### src/rtl/uart_tx_pkg.sv
// Shared types and constants for the buffered 8N1 UART transmitter.
//
// Contents:
//   uart_tx_state_t            bit-timing FSM states
//   UART_TX_DEFAULT_CLOCK_DIV  system clocks per bit (86.4 MHz / 115200)
//   UART_TX_DATA_BITS          payload bits per frame
//   UART_TX_FRAME_BITS         start + data + stop bits per frame
//   uart_tx_frame_cycles()     frame length in system clocks for a divider
package uart_tx_pkg;

    typedef enum logic [1:0] {
        IDLE  = 2'd0,
        START = 2'd1,
        DATA  = 2'd2,
        STOP  = 2'd3
    } uart_tx_state_t;

    localparam int UART_TX_DEFAULT_CLOCK_DIV = 750;
    localparam int UART_TX_DATA_BITS         = 8;
    localparam int UART_TX_FRAME_BITS        = 10;

    function automatic int uart_tx_frame_cycles(input int clock_div);
        return UART_TX_FRAME_BITS * clock_div;
    endfunction

endpackage

### src/rtl/uart_tx_fifo.sv
// Single-clock byte FIFO feeding the UART serialiser.
//
// Ports:
//   clk        system clock
//   reset      synchronous, active-high; empties the FIFO
//   push       write push_data (ignored while full)
//   push_data  byte to store
//   pop        advance the read pointer (ignored while empty)
//   head_data  oldest stored byte, combinational from the array
//   empty      count == 0
//   full       count == 2^DEPTH_LOG2
//   count      number of stored bytes
module uart_tx_fifo
    import uart_tx_pkg::*;
#(
    parameter int DEPTH_LOG2 = 4
) (
    input  logic                  clk,
    input  logic                  reset,
    input  logic                  push,
    input  logic [7:0]            push_data,
    input  logic                  pop,
    output logic [7:0]            head_data,
    output logic                  empty,
    output logic                  full,
    output logic [DEPTH_LOG2:0]   count
);

    localparam int                    DEPTH    = 1 << DEPTH_LOG2;
    localparam logic [DEPTH_LOG2-1:0] PTR_ONE  = 1;
    localparam logic [DEPTH_LOG2:0]   CNT_ONE  = 1;
    localparam logic [DEPTH_LOG2:0]   CNT_FULL = (DEPTH_LOG2 + 1)'(DEPTH);

    logic [7:0]            mem [DEPTH];
    logic [DEPTH_LOG2-1:0] wr_ptr;
    logic [DEPTH_LOG2-1:0] rd_ptr;
    logic                  do_push;
    logic                  do_pop;

    assign empty     = (count == '0);
    assign full      = (count == CNT_FULL);
    assign do_push   = push & ~full;
    assign do_pop    = pop & ~empty;
    assign head_data = mem[rd_ptr];

    // Storage carries no reset; stale entries are unreachable once the
    // pointers and count are cleared.
    always_ff @(posedge clk) begin
        if (do_push) begin
            mem[wr_ptr] <= push_data;
        end
    end

    // Pointers are exactly DEPTH_LOG2 bits wide, so they wrap on their own.
    always_ff @(posedge clk) begin
        if (reset) begin
            wr_ptr <= '0;
            rd_ptr <= '0;
            count  <= '0;
        end else begin
            if (do_push) begin
                wr_ptr <= wr_ptr + PTR_ONE;
            end
            if (do_pop) begin
                rd_ptr <= rd_ptr + PTR_ONE;
            end
            case ({do_push, do_pop})
                2'b10:   count <= count + CNT_ONE;
                2'b01:   count <= count - CNT_ONE;
                default: count <= count;
            endcase
        end
    end

endmodule

### src/rtl/uart_tx_buffered.sv
// Buffered 8N1 UART transmitter: bytes enter a FIFO through a valid/ready
// handshake and are serialised LSB first, one start bit, eight data bits,
// one stop bit, each bit CLOCK_DIV system clocks long.
//
// Ports:
//   clk         system clock (only clock used)
//   reset       synchronous, active-high
//   send_req    a byte is offered on send_data
//   send_data   byte to transmit
//   send_ready  FIFO not full; byte accepted on send_req & send_ready
//   fifo_count  bytes waiting in the FIFO (excludes the byte being shifted)
//   busy        a frame is on the line or the FIFO holds data
//   uart_tx     serial line, idle high, driven straight from a flop
//
// state | meaning
// ------+-------------------------------------------------------------
// IDLE  | line high, waiting for the FIFO to hold a byte
// START | start bit (0) on the line for CLOCK_DIV cycles
// DATA  | shift[0] on the line, eight bits LSB first
// STOP  | stop bit (1); then pop the next byte or return to IDLE
module uart_tx_buffered
    import uart_tx_pkg::*;
#(
    parameter int CLOCK_DIV       = UART_TX_DEFAULT_CLOCK_DIV,
    parameter int FIFO_DEPTH_LOG2 = 4
) (
    input  logic                       clk,
    input  logic                       reset,
    input  logic                       send_req,
    input  logic [7:0]                 send_data,
    output logic                       send_ready,
    output logic [FIFO_DEPTH_LOG2:0]   fifo_count,
    output logic                       busy,
    output logic                       uart_tx
);

    localparam logic [15:0] DIV_RELOAD = 16'(CLOCK_DIV - 1);
    localparam logic [2:0]  LAST_BIT   = 3'(UART_TX_DATA_BITS - 1);

    uart_tx_state_t state_q, state_d;
    logic [15:0]    div_q, div_d;
    logic [2:0]     bit_q, bit_d;
    logic [7:0]     shift_q, shift_d;
    logic           tx_q, tx_d;

    logic           fifo_push;
    logic           fifo_pop;
    logic [7:0]     fifo_head;
    logic           fifo_empty;
    logic           fifo_full;
    logic           bit_end;

    // Ready comes from the registered count only, so a pop in this cycle
    // does not open a slot for a write in this cycle.
    assign send_ready = ~fifo_full;
    assign fifo_push  = send_req & send_ready;
    assign busy       = (state_q != IDLE) | (fifo_count != '0);
    assign uart_tx    = tx_q;
    assign bit_end    = (div_q == 16'd0);

    uart_tx_fifo #(
        .DEPTH_LOG2 (FIFO_DEPTH_LOG2)
    ) u_fifo (
        .clk       (clk),
        .reset     (reset),
        .push      (fifo_push),
        .push_data (send_data),
        .pop       (fifo_pop),
        .head_data (fifo_head),
        .empty     (fifo_empty),
        .full      (fifo_full),
        .count     (fifo_count)
    );

    always_ff @(posedge clk) begin
        if (reset) begin
            state_q <= IDLE;
            div_q   <= 16'd0;
            bit_q   <= 3'd0;
            shift_q <= 8'd0;
            tx_q    <= 1'b1;
        end else begin
            state_q <= state_d;
            div_q   <= div_d;
            bit_q   <= bit_d;
            shift_q <= shift_d;
            tx_q    <= tx_d;
        end
    end

    // tx_d always carries the level for the *next* cycle, so each transition
    // below loads the value the line must show once the new state begins.
    always_comb begin
        state_d  = state_q;
        div_d    = div_q;
        bit_d    = bit_q;
        shift_d  = shift_q;
        tx_d     = tx_q;
        fifo_pop = 1'b0;

        case (state_q)
            IDLE: begin
                tx_d = 1'b1;
                if (!fifo_empty) begin
                    fifo_pop = 1'b1;
                    shift_d  = fifo_head;
                    tx_d     = 1'b0;
                    div_d    = DIV_RELOAD;
                    state_d  = START;
                end
            end

            START: begin
                if (bit_end) begin
                    state_d = DATA;
                    bit_d   = 3'd0;
                    div_d   = DIV_RELOAD;
                    tx_d    = shift_q[0];
                end else begin
                    div_d = div_q - 16'd1;
                end
            end

            DATA: begin
                if (bit_end) begin
                    div_d = DIV_RELOAD;
                    if (bit_q == LAST_BIT) begin
                        state_d = STOP;
                        tx_d    = 1'b1;
                    end else begin
                        bit_d   = bit_q + 3'd1;
                        shift_d = {1'b0, shift_q[7:1]};
                        tx_d    = shift_q[1];
                    end
                end else begin
                    div_d = div_q - 16'd1;
                end
            end

            STOP: begin
                if (bit_end) begin
                    if (!fifo_empty) begin
                        // Chain straight into the next start bit: no idle gap.
                        fifo_pop = 1'b1;
                        shift_d  = fifo_head;
                        tx_d     = 1'b0;
                        div_d    = DIV_RELOAD;
                        state_d  = START;
                    end else begin
                        tx_d    = 1'b1;
                        state_d = IDLE;
                    end
                end else begin
                    div_d = div_q - 16'd1;
                end
            end

            default: begin
                tx_d    = 1'b1;
                state_d = IDLE;
            end
        endcase
    end

endmodule

### config.mk
export PLATFORM = sky130hd
export DESIGN_NAME = uart_tx_buffered
export DESIGN_NICKNAME = d
export VERILOG_FILES = /design/src/rtl/uart_tx_pkg.sv /design/src/rtl/uart_tx_fifo.sv /design/src/rtl/uart_tx_buffered.sv
export SDC_FILE = /design/constraint.sdc
export NUM_CORES = 1
export LEC_CHECK = 0
export CAP_MARGIN = 20
export CELL_PAD_IN_SITES_DETAIL_PLACEMENT = 1
export CELL_PAD_IN_SITES_GLOBAL_PLACEMENT = 1
export CORE_MARGIN = 2
export CORE_UTILIZATION = 35
export DETAILED_ROUTE_END_ITERATION = 8
export PLACE_DENSITY = 0.67
export SKIP_LAST_GASP = 1
export SYNTH_ARGS = -nofsm -noshare
export SYNTH_HDL_FRONTEND = slang
export SYNTH_SLANG_ARGS = --single-unit
### constraint.sdc
create_clock -name clk -period 4.2 [get_ports clk]
set_input_delay 0.84 -clock clk [delete_from_list [all_inputs] [get_ports clk]]
set_output_delay 0.84 -clock clk [all_outputs]
set_load 0.01 [all_outputs]
# Word-level counts from Yosys, hierarchy flattened
# Memories as Yosys holds them, arrays and structs flattened. A register that Yosys moved wholly into a read port is not among the register bits.
# Index checks and enable logic that the tools add are counted.
[word_totals]
register_bits = 43
ramBits = 128
mem_count = 1
output_inout_bits = 8
word_cells = 81
input_bits = 11
[classes]
n_eq_ne = 13
n_mux = 34
n_addsub = 6
bitwise_logic = 6
n_reduce_logical = 13
[memory_table]
columns = ["memory", "words", "width", "rd", "rd_clocked_by_memory_dff", "write_ports", "line_no", "rtl"]
rows = [
  ["u_fifo.mem", 16, 8, 1, 1, 1, "uart_tx_fifo.sv:34", "logic [7:0] mem [DEPTH];"],
]
[ops]
columns = ["cell", "n"]
rows = [
  ["$mux 16", 3],
  ["$pmux 16 s3", 1],
  ["$mux 8", 4],
  ["$pmux 8 s3", 1],
  ["$logic_not 16->1", 1],
  ["$sub 16x1->16 const B", 1],
  ["$ne 2x2->1 const B", 6],
  ["$mux 1", 10],
  ["$mux 2", 5],
  ["$pmux 5 s2", 1],
  ["$mux 3", 3],
  ["$add 4x1->4 const B", 2],
  ["$mux 4", 2],
  ["$pmux 2 s4", 1],
  ["$reduce_and 4->1", 2],
  ["$eq 2x2->1 const B", 3],
  ["$pmux 3 s2", 1],
  ["$reduce_bool 2->1", 3],
  ["$add 5x1->5 const B", 1],
  ["$eq 5x5->1 const B", 1],
  ["$logic_not 5->1", 1],
  ["$reduce_and 5->1", 1],
  ["$reduce_bool 5->1", 1],
  ["$sub 5x1->5 const B", 1],
  ["12 further kinds", 16],
]

# Depth between registers and ports, before layout
# Gate-level depths: netlist (run 1).
[depth]
word_depth = 7
ltp_mapped = 14
mapped_depth_nobuf = 13

# Cells and area by module
# Synthesis (run 1) repeated with hierarchy kept, for this count alone.
[unflattened]
cells_unflattened = 535
area_unflattened_um2 = 7933.9
[by_module_without_submodules]
columns = ["mod", "seq_area_each_um2", "area_per_inst_um2", "n_inst", "cells_each"]
rows = [
  ["uart_tx_fifo", 4184.0, 5974.5, 1, 305],
  ["uart_tx_buffered", 600.6, 1959.4, 1, 230],
]

# Worst setup path before layout (run 1)
# Ideal clock, no wire load.
[synth_timing]
kind = "reg2reg"
start = "reg div_q[0]"
end = "reg u_fifo.count[4]"
synth_period_minus_slack_ps = 3207
setup_ps = 121
setup_slack_ps = 993
arrival_ps = 3086
path_buffers = 1
stages_incl_launch_ff = 15
path_cell_list = "dfxtp_1 inv_1 ha_1 or4b_4 nor4_4 o21ai_2 inv_1 ha_1 clkbuf_1 xor2_1 ha_1 a31oi_1 or2_2 mux2i_1 mux2_2"
[synth_between]
elab_chain_cells = 6
[synth_rtl]
columns = ["item", "line_no", "rtl"]
rows = [
  ["start: declaration", "uart_tx_buffered.sv:41", "logic [15:0] div_q, div_d;"],
  ["start signal: assignment", "uart_tx_buffered.sv:84", "div_q <= div_d;"],
  ["$logic_not 16->1 (*)", "uart_tx_buffered.sv:59", "assign bit_end = (div_q == 16'd0);"],
  ["$mux 1 (*)", "uart_tx_buffered.sv:141", "if (bit_end) begin"],
  ["$pmux 1 s2 (*)", "uart_tx_buffered.sv:101", "case (state_q)"],
  ["$and 1x1->1 (*)", "uart_tx_fifo.sv:43", "assign do_pop = pop & ~empty;"],
  ["named net u_fifo.do_pop", "uart_tx_fifo.sv:38", "logic do_pop;"],
  ["$eq 2x1->1 / $eq 2x2->1 (equally long branches)", "uart_tx_fifo.sv:67", "case ({do_push, do_pop})"],
  ["$pmux 5 s2 / $reduce_bool 2->1 (equally long branches)", "--", ""],
  ["end signal: assignment", "uart_tx_fifo.sv:68", "2'b10: count <= count + CNT_ONE;"],
  ["end signal: assignment", "uart_tx_fifo.sv:69", "2'b01: count <= count - CNT_ONE;"],
  ["end signal: assignment", "uart_tx_fifo.sv:70", "default: count <= count;"],
  ["end: declaration", "uart_tx_fifo.sv:26", "output logic [DEPTH_LOG2:0] count"],
]
# Mark *: on every way through the listed nets, which the timed path passes. The rest lies on a longest branch.
# A chain may end at the register's enable or synchronous reset.

# Worst setup path after layout (run 1)
# Same ends and word-level chain as after synthesis.

==> summary.md, run 1 <==
| Metric | Value |
|---|---|
| I/O Pins | 19 |
| CTS tree | built |
| Gate power share | 35.0% |
| Synth unique cells | 66 |
| Final #Nets | between 600 and 700 |
| Vias in the first global route | slightly above 5000 |
| RSZ-0062 raised after global routing | no |
| Fin. max-slew vios | 0 |
| Startpoint types | register |
| Fin crit share | 84.44% |
| Delay of the slowest critical-path stage | around 0.53 ns |
| Flop pwr share | 37.1% |
| Crit-path cells | inv_1 -> ha_1 -> or4b_4 -> nor4_4 -> o21ai_2 -> inv_1 -> ha_1 -> xor2_1 -> ha_1 -> a31oi_1 -> or2_2 -> mux2i_1 -> mux2_2 |
| Pwr/cell area | 675.4 nW/um2 |
| Worst Hold Class | reg2reg |
| FFs w/ async S/R, synth | 0% |
| First-pass GRT wire length | slightly below 30 mm |
| Peak supply drop | between 0.2 and 0.3 mV |
| Depth of the CTS H-tree | 4 |
| Share of cells above drive strength 1 | ~18% |
| Hold-fix buffers, CTS | 0 |
| Clk pwr share | 27.9% |
| Setup violators final | 0 |
| DIE AREA | between 20000 and 25000 um2 |
| # port buffers | 18 |
| Most used DFF post-synth | edfxtp_1 |
| WL final | 18.80 mm |
| Pre-CTS setup slack | 0.6705 ns |
| Drt drc | 0 |
| Vias | about 4800 |
| Worst skew pair latency | 0.44 ns |
| Gpl congestion | approximately 0.80 |
| FF+latch count, synth | between 150 and 200 |
| Commonest non-fill, non-tap cell in the layout | edfxtp_1 |
| Fin util | between 40 and 50% |
| Final setup margin | roughly 0.65 ns |
| WL/cell | roughly 22 um |
| Post-layout min period | roughly 3.5 ns |
| Fmax | roughly 280 MHz |
| Crit path kind | reg2reg |
| Fillers | about 2200 |
| Die Span Y | 153.0 um |
| LEAKAGE | around 3 nW |
| Critical Path End Type | register |
| WP data required | ~4.5 ns |
| Total gr overflow | 0 |
| NetSw | ~2.2 mW |
| Worst Hold Slack | between 0.4 and 0.5 ns |
| Core ar. | around 22000 um2 |
| Avg Cell Area, Syn | roughly 14 um2 |
| Total power | 6.019 mW |
| Num Clock Sinks | approximately 180 |
| Mapped Cells | 560 |
| ANT nets after route | 0 |
| Commonest cells after routing, fill and taps aside | 128 x edfxtp_1, 50 x nor2_1, 46 x dfxtp_1 |
| Yosys warning total | 0 |
| Antenna diodes | 0 |
| Fin. Hold Viols | 0 |
| Die Span X | approximately 150 um |
| Total Routing Usage GR | about 17% |
| Slew headroom | 31.07% |
| Setup bufs post-CTS | 0 |
| CP max-delay cell | or4b_4 |
| CTS clk-pin slew, worst paths | approximately 0.07 ns |
| Layout area overhead | 14.63% |
| Status | complete, no violations |
| Switching share of power | a little under two fifths |
| DR iter-0 viols | about 320 |
| Max Cap Viol | 0 |
| Sequential share of the synthesized area | 61.54% |
| CTS Root Cell | clkbuf_16 |
| Vias per inst | 5.491 |
| 1st-pass router iterations | 5 |
| Detailed placement HPWL | around 12 mm |
| Post-CTS resize count | 0 |
| CP most frequent cell | ha_1 |
| Largest net degree at the start of global routing | 34 |
| Mapped cell area | 7775 um2 |
| Worst Tran Pin Value | ~1.0 ns |
| Clock skew | 0.01522 ns |
| EDFF count, synth | between 100 and 150 |
| Number of buffers created by CTS | 17 |
| Initial antenna violation count | 0 |
| Crit path max fanout | 8 |
| TNS Setup | 0 ns |
| Max clock buf depth | 2 |
| Internal power | ~3.8 mW |
| Critical Path AT | 3.88 ns |
| Initial Utilization | between 30% and 40% |
| Row count | 54 |
| Syn nets | slightly below 600 |
-- final cells by class --
class                           count  area [um2]  share of cell area, %
Sequential cell                   175        4786                  53.70
Multi-Input combinational cell    339        2796                  31.38
Clock buffer                       17       425.4                  4.773
Tap cell                          280       350.3                  3.931
Timing Repair Buffer               33       292.8                  3.285
Clock inverter                     15       205.2                  2.302
Inverter                           15       56.30                 0.6318
-- registers in the layout, indices dropped and copies added (netlist names), named ones only --
signal         cells
uart_tx            1
div_q             16
u_fifo.mem       128
shift_q            8
u_fifo.wr_ptr      4
u_fifo.rd_ptr      4
bit_q              3
u_fifo.count       5
state_q            2
-- per-stage QoR --
stage          cells  cell area [um2]
2_1_floorplan    560             7775
3_3_place_gp     842             8282
3_5_place_dp     842             8282
4_1_cts          874             8912
5_1_grt          874             8912
6_report         874             8912
-- power groups by stage --
stage	combinational, mW	clock (mW)	sequential [mW]
after floorplan	1.58	0	2.16
after global placement	2.03	0	2.25
after detailed placement	2.10	0	2.27
after CTS	2.12	1.71	2.23
after global routing	2.33	1.77	2.26
final	2.11	1.68	2.23
-- cells by family (layout without fill, tap and decap cells) --
kind of cell | count (synthesis) | in the layout | synth area share [%]
multiplexers | 48 | 48 | 10.35
buffers and inverters | 46 | 80 | 2.494
adder cells (fa/ha/maj) | 17 | 17 | 2.736
AND/OR/NAND/NOR | 159 | 159 | 11.39
XOR/XNOR | 14 | 14 | 1.577
AO/OA/AOI/OAI | 101 | 101 | 9.913
flip-flops | 175 | 175 | 61.54
-- synth_stat cells (10+ instances only) --
cell,count,area (um2)
nand2_1,25,93.84
xor2_1,10,87.58
ha_1,17,212.7
o21ai_0,12,60.06
mux2i_1,14,140.1
a21oi_1,18,90.09
clkbuf_1,21,78.83
inv_1,15,56.30
nor3_1,18,90.09
mux4_2,25,563.0
dfxtp_1,47,940.9
a211oi_1,10,75.07
nor2_1,50,187.7
edfxtp_1,128,3844
-- worst paths after layout --
check	startpoint	end	slack, ns	depth (start not counted)
min	shift_q[7]	shift_q[7]	0.49	2
max reg2reg	div_q[0]	u_fifo.count[4]	0.65	13
min reg2reg	shift_q[7]	shift_q[7]	0.49	2
max	div_q[0]	u_fifo.count[4]	0.65	13
-- worst max-delay path: cells and delay by family, from the launching register on --
| family | cells | cell delay (ns) |
|---|---|---|
| compound gates | 2 | 0.30 |
| xor+xnor | 1 | 0.18 |
| fa+ha+maj | 3 | 0.69 |
| buf+inv | 2 | 0.19 |
| flops | 1 | 0.35 |
| mux | 2 | 0.52 |
| simple gates | 3 | 1.21 |
-- layer usage --
metal  track usage [%]  vias up  wire [um]
met2             28.64       82       9476
li1                  -     2221          -
met4             6.041        0        427
met5                 0        -          0
met3             3.147       31        504
met1             20.73     2465       8389
No activity file was read; power rests on OpenSTA's default activity.
==> inputs of run 2 (changes only) <==
--- a/config.mk
+++ b/config.mk
@@ -11,7 +11,7 @@
 export CORE_MARGIN = 2
 export CORE_UTILIZATION = 35
 export DETAILED_ROUTE_END_ITERATION = 8
-export PLACE_DENSITY = 0.67
+export PLACE_DENSITY = 0.69
 export SKIP_LAST_GASP = 1
 export SYNTH_ARGS = -nofsm -noshare
 export SYNTH_HDL_FRONTEND = slang
==> constraint.sdc (replaced) <==
create_clock -name clk -period 3.1 [get_ports clk]
set_input_delay 0.62 -clock clk [delete_from_list [all_inputs] [get_ports clk]]
set_output_delay 0.62 -clock clk [all_outputs]
set_load 0.01 [all_outputs]
==> run 2 against run 1 <==
  * Worst setup slack worse by 0.50 ns
  * Clock skew up 0.0027 ns
  * First-iteration DRC count down 0.62%
  * Power up 37%
  * Combinational power up 58%
  * Clock power up 19%
  * Wire length up 0.75%
  * Critical path type unchanged
  * Largest cell class unchanged
==> summary.md, run 2 (same netlist as run 1, synthesis figures left out) <==
| Metric | Value |
|---|---|
| Status | complete, no violations |
| Pwr/cell area | 900.4 nW/um2 (+33%) |
| CTS tree | built |
| # port buffers | 18 (unchanged) |
| Switching share of power | 36.83% (-0.45 points) |
| WP data required | 3.40 ns (-1.13 ns) |
| Commonest non-fill, non-tap cell in the layout | edfxtp_1 |
| DIE AREA | 23420 um2 (unchanged) |
| Critical Path AT | 3.25 ns (-0.63 ns) |
| ANT nets after route | 0 (unchanged) |
| 1st-pass router iterations | 4 (-1) |
| TNS Setup | 0 ns (unchanged) |
| Critical Path End Type | register |
| Share of cells above drive strength 1 | 23.89% (+5.9 points) |
| CTS Root Cell | clkbuf_16 |
| Commonest cells after routing, fill and taps aside | 128 x edfxtp_1, 50 x nor2_1, 48 x buf_4 |
| Pre-CTS setup slack | 0.04254 ns (-0.6279 ns) |
| Depth of the CTS H-tree | 4 (unchanged) |
| HP Start | shift_q[2] |
| Largest register FFs | 128 (unchanged) |
| NetSw | 3.042 mW (+36%) |
| Startpoint types | register |
| Gate power share | 40.4% (+5.4 points) |
| Total power | 8.259 mW (+37%) |
| I/O Pins | 19 (unchanged) |
| Vias per inst | 5.441 (-0.92%) |
| Crit path max fanout | 6 (-2) |
| Hold path depth | 2 (unchanged) |
| First-pass GRT wire length | 30.57 mm (+2.4%) |
| Core ar. | 21820 um2 (unchanged) |
| Worst Hold Slack | 0.4994 ns (+0.01097 ns) |
| Vias in the first global route | 5425 (+4.5%) |
| Die Span Y | 153.0 um (unchanged) |
| Row count | 54 (unchanged) |
| Max clock buf depth | 2 (unchanged) |
| Hold EP | shift_q[1] |
| Post-layout min period | 2.945 ns (-0.6019 ns) |
| Worst Tran Pin Value | 0.7839 ns (-0.2500 ns) |
| CTS clk-pin slew, worst paths | 0.07 ns (about the same) |
| Fin util | 42.03% (+1.2 points) |
| Layout area overhead | 17.98% |
| Internal power | 5.217 mW (+38%) |
| Gpl congestion | 0.7802 (-3.0%) |
| Clock skew | 0.01791 ns (+0.002687 ns) |
| Fmax | 339.6 MHz (+20%) |
| Antenna diodes | 0 (unchanged) |
| Number of buffers created by CTS | 17 (unchanged) |
| DR iter-0 viols | 320 (-0.62%) |
| Detailed placement HPWL | 12.81 mm (+5.4%) |
| FF-to-FF setup slack | 0.16 ns (-0.50 ns) |
| Fin crit share | 94.99% (+11 points) |
| LEAKAGE | 3.091 nW (+4.8%) |
| Initial antenna violation count | 0 (unchanged) |
| Placed Instances | 873 (+3.7%) |
| Vias | 4940 (+2.9%) |
| Drt drc | 0 (unchanged) |
| Total gr overflow | 0 (unchanged) |
| Setup violators final | 0 (unchanged) |
| Design area | 9173 um2 (+2.9%) |
| Die Span X | 153.0 um (unchanged) |
| Fin. max-slew vios | 0 (unchanged) |
| Num Clock Sinks | 175 (unchanged) |
| WL/cell | 20.86 um (-3.0%) |
| Worst Hold Class | reg2reg |
| Clk pwr share | 24.3% (-3.6 points) |
| Flop pwr share | 35.4% (-1.7 points) |
| Largest registers | u_fifo.mem: 128 flops, div_q: 16 flops, shift_q: 8 flops |
| Final setup margin | 0.1553 ns (-0.4981 ns) |
| Worst r2r path cells | 13 (unchanged) |
| R2r startpoint | state_q[0] |
| Max Cap Viol | 0 (unchanged) |
| Reg with most FFs | u_fifo.mem |
| Placed cell area | 8551 um2 (+3.2%) |
| Slew headroom | 47.19% (+16 points) |
| Worst skew pair latency | 0.43 ns (about the same) |
| Reg2Reg Capture Point | u_fifo.count[3] |
| Non-Filler Instances | 908 (+3.9%) |
| WL final | 18.94 mm (+0.75%) |
| Critical Path Start | state_q[0] |
| Largest net degree at the start of global routing | 34 (unchanged) |
| Crit path kind | reg2reg |
| Fin. Hold Viols | 0 (unchanged) |
| Initial Utilization | 35.63% (unchanged) |
| Peak supply drop | 0.3764 mV (+36%) |
| Final #Nets | 644 (+5.7%) |
| Total Routing Usage GR | 16.75% (+0.17 points) |
run 2: cell count changes in the layout (fill, tap and decap cells not counted), moves of 2 or more:
cell and change:
buf_4 +33, inv_6 +6, inv_8 -6, clkinv_8 -3, dfxtp_1 -3, ha_1 -3, buf_12 +2, clkinv_4 +2
dfxtp_2 +2, ha_4 +2, inv_1 -2, inv_2 +2
run 2: critical path, cell delays in order (launching register included):
cell and delay, ns:
dfxtp_4 0.36, buf_4 0.14, inv_1 0.16, ha_1 0.29, a21oi_1 0.36, o21ai_2 0.13
inv_2 0.09, ha_4 0.15, buf_4 0.13, nor3b_1 0.18, o21ai_0 0.16, and4_1 0.23
o31a_1 0.10, or3_1 0.36
run 2: per-layer routing:
metal	vias up	part of all wire, %	global-route usage [%]
met5	-	0	0
met4	0	1.3	5.864
met3	15	2.9	3.062
li1	2291	-	-
met2	85	54	30.31
met1	2549	42	19.93
run 2: worst max path at each step:
| stage | slack [ns] | depth (start not counted) | endpoint |
|---|---|---|---|
| 2_1_floorplan | 0.02 | 13 | u_fifo.count[4] |
| 3_3_place_gp | 0.12 | 12 | u_fifo.count[4] |
| 3_5_place_dp | 0.04 | 9 | u_fifo.count[4] |
| 4_1_cts | 0.01 | 13 | u_fifo.count[4] |
| 5_1_grt | -0.005 | 13 | u_fifo.count[4] |
| 6_report | 0.16 | 13 | u_fifo.count[3] |
run 2: final cells by class:
cell class | instances | area, um2
Clock buffer | 17 | 425.4
Clock inverter | 14 | 123.9
Fill cell | 2226 | 12650
Inverter | 15 | 56.30
Multi-Input combinational cell | 339 | 2844
Sequential cell | 175 | 4792
Tap cell | 280 | 350.3
Timing Repair Buffer | 68 | 580.6
run 2: timing repair:
action | CTS | global route
setup buffers | 2 | 2
hold buffers | 0 | 0
pin swaps | 2 | 3
gates resized for setup | 2 | 10
endpoints found under the setup margin | 2 | 3
run 2: power groups by stage:
| stage | registers [mW] | clock network [mW] | logic, mW |
|---|---|---|---|
| 3_5_place_dp | 2.96 | 0 | 3.21 |
| 6_report | 2.92 | 2.00 | 3.33 |
| 4_1_cts | 2.91 | 2.05 | 3.30 |
| 2_1_floorplan | 2.93 | 0 | 2.16 |
| 3_3_place_gp | 2.94 | 0 | 3.07 |
| 5_1_grt | 2.95 | 2.13 | 3.65 |
